$ cat src/rtl/decimal_key_debouncer.sv
// Decimal keypad front end: 2-flop synchroniser, debounce FSM and single-key validation.
// Optional auto-repeat of the held key is built when AUTO_REPEAT_EN is defined.
module decimal_key_debouncer #(
  parameter int DEBOUNCE_CYCLES = 4,
  parameter int CNT_W           = 16,
  parameter int REPEAT_CYCLES   = 16
) (
  input  logic       clk,
  input  logic       rst_n,
  input  logic [9:0] key_raw,
  output logic [9:0] d_onehot,
  output logic       d_valid,
  output logic       key_held,
  output logic       multi_err
);

  localparam int MAX_CYC = (DEBOUNCE_CYCLES > REPEAT_CYCLES) ? DEBOUNCE_CYCLES : REPEAT_CYCLES;
  localparam logic [CNT_W-1:0] CNT_ONE = CNT_W'(1);
  localparam logic [CNT_W-1:0] DB_LAST = CNT_W'(DEBOUNCE_CYCLES - 1);
`ifdef AUTO_REPEAT_EN
  localparam logic [CNT_W-1:0] RPT_LAST = CNT_W'(REPEAT_CYCLES - 1);
`endif

  if (DEBOUNCE_CYCLES < 2 || CNT_W < $clog2(MAX_CYC + 1)) begin : g_bad_params
    $error("decimal_key_debouncer: DEBOUNCE_CYCLES must be >= 2 and CNT_W must hold the longest count");
  end

  typedef enum logic [1:0] {IDLE, DEBOUNCE, PRESSED, RELEASE} state_t;

  state_t           state, state_nxt;
  logic [9:0]       key_p0, key_p1;
  logic [9:0]       ks;
  logic [9:0]       cand, cand_nxt;
  logic [9:0]       onehot_nxt;
  logic [CNT_W-1:0] cnt, cnt_nxt;
  logic             valid_nxt, held_nxt, err_nxt;
  logic             chord_seen, chord_nxt;
  logic             ks_is_onehot;
`ifdef AUTO_REPEAT_EN
  logic [CNT_W-1:0] rpt_cnt, rpt_nxt;
`endif

  function automatic logic is_onehot(input logic [9:0] v);
    return (v != 10'd0) && ((v & (v - 10'd1)) == 10'd0);
  endfunction

  function automatic logic [CNT_W-1:0] sat_inc(input logic [CNT_W-1:0] v);
    return (v == '1) ? v : v + CNT_ONE;
  endfunction

  // Stage p0/p1: two-flop synchroniser for the asynchronous key lines
  always_ff @(posedge clk or negedge rst_n) begin
    if (!rst_n) begin
      key_p0 <= '0;
      key_p1 <= '0;
    end else begin
      key_p0 <= key_raw;
      key_p1 <= key_p0;
    end
  end

  assign ks           = key_p1;
  assign ks_is_onehot = is_onehot(ks);

  always_comb begin
    state_nxt  = state;
    cnt_nxt    = cnt;
    cand_nxt   = cand;
    onehot_nxt = d_onehot;
    valid_nxt  = 1'b0;
    held_nxt   = key_held;
    err_nxt    = 1'b0;
    chord_nxt  = chord_seen;
`ifdef AUTO_REPEAT_EN
    rpt_nxt    = rpt_cnt;
`endif
    // A chord is reported once; only a fully released keypad re-arms the report.
    if (ks == 10'd0) chord_nxt = 1'b0;

    case (state)
      IDLE: begin
        if (ks_is_onehot) begin
          cand_nxt  = ks;
          cnt_nxt   = CNT_ONE;
          state_nxt = DEBOUNCE;
        end else if (ks != 10'd0) begin
          err_nxt   = !chord_seen;
          chord_nxt = 1'b1;
        end
      end
      DEBOUNCE: begin
        if (ks == cand) begin
          if (cnt == DB_LAST) begin
            onehot_nxt = cand;
            valid_nxt  = 1'b1;
            held_nxt   = 1'b1;
            cnt_nxt    = '0;
            state_nxt  = PRESSED;
`ifdef AUTO_REPEAT_EN
            rpt_nxt    = '0;
`endif
          end else begin
            cnt_nxt = sat_inc(cnt);
          end
        end else begin
          cnt_nxt   = '0;
          state_nxt = IDLE;
        end
      end
      PRESSED: begin
        if (ks == 10'd0) begin
          cnt_nxt   = CNT_ONE;
          state_nxt = RELEASE;
`ifdef AUTO_REPEAT_EN
          rpt_nxt   = '0;
`endif
        end
`ifdef AUTO_REPEAT_EN
        else if (ks == d_onehot) begin
          if (rpt_cnt == RPT_LAST) begin
            valid_nxt = 1'b1;
            rpt_nxt   = '0;
          end else begin
            rpt_nxt = sat_inc(rpt_cnt);
          end
        end
`endif
      end
      RELEASE: begin
        if (ks == 10'd0) begin
          if (cnt == DB_LAST) begin
            held_nxt  = 1'b0;
            cnt_nxt   = '0;
            state_nxt = IDLE;
          end else begin
            cnt_nxt = sat_inc(cnt);
          end
        end else begin
          // Bounce on release: return to the held state without a new strobe.
          cnt_nxt   = '0;
          state_nxt = PRESSED;
`ifdef AUTO_REPEAT_EN
          rpt_nxt   = '0;
`endif
        end
      end
      default: begin
        cnt_nxt   = '0;
        state_nxt = IDLE;
      end
    endcase
  end

  // Stage p2: FSM state and registered outputs
  always_ff @(posedge clk or negedge rst_n) begin
    if (!rst_n) begin
      state      <= IDLE;
      cnt        <= '0;
      cand       <= '0;
      chord_seen <= 1'b0;
      d_onehot   <= '0;
      d_valid    <= 1'b0;
      key_held   <= 1'b0;
      multi_err  <= 1'b0;
`ifdef AUTO_REPEAT_EN
      rpt_cnt    <= '0;
`endif
    end else begin
      state      <= state_nxt;
      cnt        <= cnt_nxt;
      cand       <= cand_nxt;
      chord_seen <= chord_nxt;
      d_onehot   <= onehot_nxt;
      d_valid    <= valid_nxt;
      key_held   <= held_nxt;
      multi_err  <= err_nxt;
`ifdef AUTO_REPEAT_EN
      rpt_cnt    <= rpt_nxt;
`endif
    end
  end

endmodule

$ cat config.mk
export PLATFORM = sky130hd
export DESIGN_NAME = decimal_key_debouncer
export DESIGN_NICKNAME = d
export VERILOG_FILES = /design/src/rtl/decimal_key_debouncer.sv
export SDC_FILE = /design/constraint.sdc
export NUM_CORES = 1
export LEC_CHECK = 0
export ABC_AREA = 0
export CAP_MARGIN = 25
export CELL_PAD_IN_SITES_DETAIL_PLACEMENT = 0
export CELL_PAD_IN_SITES_GLOBAL_PLACEMENT = 2
export CORE_UTILIZATION = 40
export DETAILED_ROUTE_END_ITERATION = 16
export PLACE_DENSITY = 0.78
export SYNTH_ARGS = -nofsm -noshare
export SYNTH_HDL_FRONTEND = slang
export SYNTH_SLANG_ARGS = --single-unit
$ cat constraint.sdc
create_clock -name clk -period 5.9 [get_ports clk]
set_input_delay 1.18 -clock clk [delete_from_list [all_inputs] [get_ports clk]]
set_output_delay 1.18 -clock clk [all_outputs]
set_load 0.01 [all_outputs]
# Yosys cells after proc, flatten, opt, wreduce, memory -nomap -nowiden
# Cells that the tools add are included.
# word_totals
input_bits,12
romBits,0
word_cells,68
mem_count,0
latchBits,0
ram_bits,0
output_inout_bits,13
reg_bits,62
# classes
n_eq_ne,14
mux,29
n_bitwise,1
addsub,2
n_reduce_logical,12
n_div,0
shifts,0
magnitude_cmp,0
mul,0
# ops
operator,n
2-to-1 mux 16 bit,6
one-hot mux 16 bit (4 select lines),1
zero test 10 bit,2
adder 16 x 1 -> 16 bit (second input constant),1
== test 16 bit (second input constant),1
== test 16 x 2 -> 1 bit (second input constant),1
2-to-1 mux 1 bit,14
2-to-1 mux 2 bit,6
inequality test 2 bit (second input constant),6
AND 10 bit,1
== test 10 bit,1
nonzero test 10 bit,1
subtractor 10 x 1 -> 10 bit (second input constant),1
one-hot mux 2 bit (4 select lines),1
inequality test 3 bit (second input constant),2
AND reduction 5 bit,1
== test 2 bit (second input constant),2
AND reduction 2 bit,2
AND reduction 4 bit,1
AND reduction 3 bit,1
== test 2 x 1 -> 1 bit (second input constant),1
zero test 2 bit,1
one-hot mux 1 bit (2 select lines),1
nonzero test 2 bit,1
2 further kinds,2

# Longest topological paths before layout
# logic_depth
word_depth,6
mapped_depth,9
ltp_nobuf,7

# Least setup slack after synthesis
# Ideal clock, no wire load.
# synth_timing
path_kind,flip-flop to flip-flop
from,register key_p1[0]
to,register cand[1]
path_slack_ns,3.643
path_stages_with_launch,7
t_required_ns,5.775
setup_time_ns,0.125
path_buffers,1
synth_period_minus_slack_ns,2.257
arrival_time_ns,2.132
path_cell_list,dfrtp_1 > or3_4 > or3_4 > a221oi_4 > nand4_2 > buf_6 > mux2_4
# synth_via
elab_chain_cells,5
elab_cells_between_ends,6
classes_between,add/sub: 1; bitwise: 1; reduce/logical: 4
# synth_rtl
element,line,rtl
"start, declared",31,"logic [9:0] key_p0, key_p1;"
"start signal, assigned",58,key_p1 <= key_p0;
subtractor 10 x 1 -> 10 bit,44,return (v != 10'd0) && ((v & (v - 10'd1)) == 10'd0);
AND 10 bit,44,
zero test 10 bit,44,
logical AND 1 bit (*),44,
AND reduction 2 bit (no line) (*),-,
"end signal, assigned",171,cand <= cand_nxt;
"end, declared",33,"logic [9:0] cand, cand_nxt;"
# Every way passes the cells marked *; elsewhere a longest branch is shown, timed or not.
# A chain may end at the register's enable or synchronous reset.

# Worst setup path after layout
# layout_timing
from,register cnt[0]
to,register cnt[5]
# layout_via
elab_chain_cells,5
elab_cells_between_ends,8
classes_between,add/sub: 1; eq/ne: 2; mux: 5
# layout_rtl
element,line,rtl
"start, declared",35,"logic [CNT_W-1:0] cnt, cnt_nxt;"
"start signal, assigned",170,cnt <= cnt_nxt;
adder 16 x 1 -> 16 bit / == test 16 bit (equally long branches),48,return (v == '1) ? v : v + CNT_ONE;
2-to-1 mux 16 bit,48,
2-to-1 mux 16 bit (*),"93, 131",
"2-to-1 mux 16 bit, on equally long branches","130, 92",
one-hot mux 16 bit (4 select lines) (*),80,case (state)
# Marks and branches as above.

==> results.yml <==
power_and_ir_drop:
  power.leakage_nw: 1.51
  vdd_drop_max_v: 0.000153
  seq_power_share_pct: 48.4
  pwr-share-comb_pct: 7.0
  p_per_area_nw_per_um2: 285
  p_sw_share_pct: 25.1
  switchingPower_mw: 0.241
  internal_power_mw: 0.718
  clockPowerShare_pct: 44.6
floorplanning:
  rows: 30
  io_pins: 25
  die_area_um2: 7340
  die_h_um: 85.7
  die_w_um: 85.7
  core_area_um2: 6790
  initial_utilization_pct: 41.2
final_layout:
  final_cell_mix: "dfrtp_1, clkdlybuf4s50_1, a21oi_1"
  areaGrowthSynthToFinish_pct: 19.8
  antenna_cells: 0
  nNetsFinal: 280
  final_common_cell: "dfrtp_1"
  drive_gt1_share_pct: 18.0
  fin_cells: 368
critical_path:
  critical_path.max_fanout: 12
  r2r_slack_ps: 3160
  startpoint_type: "flip-flop"
  endpoint: "cnt[5]"
  ff2ff_path_depth: 7
  crit_path_end_kind: "flip-flop"
  critical_path_required_ps: 6170
  worstPathArrival_ps: 3010
  reg2reg_to: "cnt[5]"
  crit_type: "reg2reg"
  critPathLaunch: "cnt[0]"
  reg2reg_from: "cnt[0]"
detailed_routing:
  wirelength_met1_mm: 2.89
  dr.pass1.iters: 4
  num_vias: 1960
  met3_length_um: 256
  dr.max_layer_used: "met4"
  viasPerCell: 5.33
  wl_mm: 5.53
  drcViolationCount: 0
  post_drt_wl_per_cell_um: 15.0
  route.met2.wl_mm: 2.28
  drt-initial-drc-count: 78
  ant_nets: 0
timing:
  max_slew_margin_pct: 38.6
  worst_pin_slew_ps: 920
  rsz0062_at_grt: "false"
  drv_slew: 0
  period_share_pct: 46.5
  skew_ps: 11.0
  fin_crit_ps: 2740
  setup_viol_count_final: 0
  setup_tns_ps: 0
  finalHoldViolCount: 0
  fmax_mhz: 365
clock_network:
  cts.sink_count: 62
  cts_buffer_depth: 2
  htree_levels: 3
  ctsHoldBuffers: 0
  clk_pin_slew_worst_paths_ps: 80
  cts_tree: "yes"
  ctsRootBufferMaster: "clkbuf_8"
  cts_buffers: 9
  cts_resized: 0
  clk_latency_ps: 340
  post_cts_buffers: 0
placed_design:
  port_buffers: 24
  placed_cells: 351
  hpwl_mm: 3.58
  gp_congestion: 0.740
logic_synthesis:
  yosysSeqAreaShare_pct: 55.4
  synth_cell_type_count: 48
  synth_cells: 240
  syn_avg_cell_area_um2: 11.7
  synth_fp_nets: 253
  yosysWarnings: 0
  ys_ff_latch: 62
  syn-cell-area_um2: 2800
global_routing:
  grtUsageTotal_pct: 17.0
  grt_pass1_wl_mm: 9.46
  antenna_found_initial: 0
  grt_max_degree: 63
  overflow: 0
  first_global_vias: 1848
run_status:
  status: "finished clean"
hold_path:
  hp-class: "reg2reg"
flow_run:
  cap_violations: 0
layer usage:
layer	vias to the layer above	GRT usage, %
met2	56	22.8
li1	934	-
met3	11	4.91
met1	959	25.7
met5	-	0
met4	0	6.82
power by group through the flow:
stage,logic [mW],clock network [mW],registers (mW)
2_1_floorplan,0.0525,0,0.458
3_3_place_gp,0.0680,0,0.471
3_5_place_dp,0.0672,0,0.472
4_1_cts,0.0681,0.439,0.463
5_1_grt,0.0762,0.458,0.467
6_report,0.0671,0.427,0.464
cell families after synthesis:
kind of cell | after synthesis | share of synthesized area [%]
muxes | 20 | 9.07
and+or+nand+nor | 77 | 16.1
buffers and inverters | 17 | 3.04
DFF | 62 | 55.4
xor gates and xnor gates | 10 | 3.13
AOI/OAI and AO/OA | 53 | 12.9
adders and majority gates | 1 | 0.447
synth_stat cells (all sizes together):
cell / count / area (um2)
nor3: 6 / 41.3
ha: 1 / 12.5
a31oi: 1 / 6.26
a22o: 4 / 35.0
or4: 2 / 15.0
a21o: 6 / 45.0
nor4: 7 / 50.1
a21boi: 1 / 7.51
inv: 6 / 22.5
clkbuf: 5 / 18.8
and3: 7 / 43.8
xor2: 10 / 87.6
a222oi: 1 / 10.0
a2111oi: 1 / 8.76
a32o: 1 / 10.0
a221oi: 1 / 26.3
a21oi: 20 / 104
buf: 6 / 43.8
or3: 3 / 28.8
or2: 1 / 6.26
a311o: 1 / 10.0
nor2b: 1 / 6.26
mux2i: 1 / 10.0
a41oi: 1 / 8.76
dfrtp: 62 / 1550
nand2b: 4 / 25.0
o22ai: 1 / 6.26
nand2: 10 / 37.5
nand3b: 4 / 30.0
o21ai: 11 / 55.1
a2bb2oi: 1 / 8.76
mux2: 19 / 244
nor2: 9 / 33.8
o22a: 1 / 8.76
o31a: 1 / 10.0
nor4b: 1 / 8.76
nand3: 16 / 80.1
nand4: 6 / 43.8
sequential cells by signal, indices dropped and copies added, names as in the netlist:
signal / cells
key_p0: 10
d_onehot: 10
chord_seen: 1
cnt: 16
multi_err: 1
key_held: 1
state: 2
key_p1: 10
d_valid: 1
cand: 10
worst max-delay path: stages (launching register included):
cell and delay (ps):
dfrtp_1 510, ha_1 270, nand3_1 190, nor4_2 630, nand3_1 500, nand4_1 290, a21oi_1 90, o22ai_1 180
worst min-delay path by stage:
stage | to | depth (start not counted) | start | slack, ps
after floorplan | key_p1[0] | 0 | key_p0[0] | 330
after global placement | key_p1[2] | 0 | key_p0[2] | 330
after detailed placement | key_p1[3] | 0 | key_p0[3] | 330
after CTS | key_p1[8] | 0 | key_p0[8] | 350
after global routing | key_p1[5] | 0 | key_p0[5] | 360
final | key_p1[8] | 0 | key_p0[8] | 350
stage by stage:
step           setup WS, ps  hold WS [ps]  total power, mW  area (um2)  util, %
2_1_floorplan          3640           331            0.511        2800        -
3_3_place_gp           3000           332            0.539        3110     45.7
3_5_place_dp           3190           335            0.540        3120     45.9
4_1_cts                3170           351            0.971        3350     49.3
5_1_grt                2880           357             1.00        3360     49.4
6_report               3160           349            0.958        3360     49.4
area by class of cell:
class                           instances  area, um2
Fill cell                             619       3440
Sequential cell                        62       1550
Multi-Input combinational cell        161       1170
Tap cell                               96        120
Clock buffer                            9        124
Clock inverter                          7        105
Timing Repair Buffer                   27        265
Inverter                                6       22.5
Note: power is estimated with default switching activity, not from simulation.
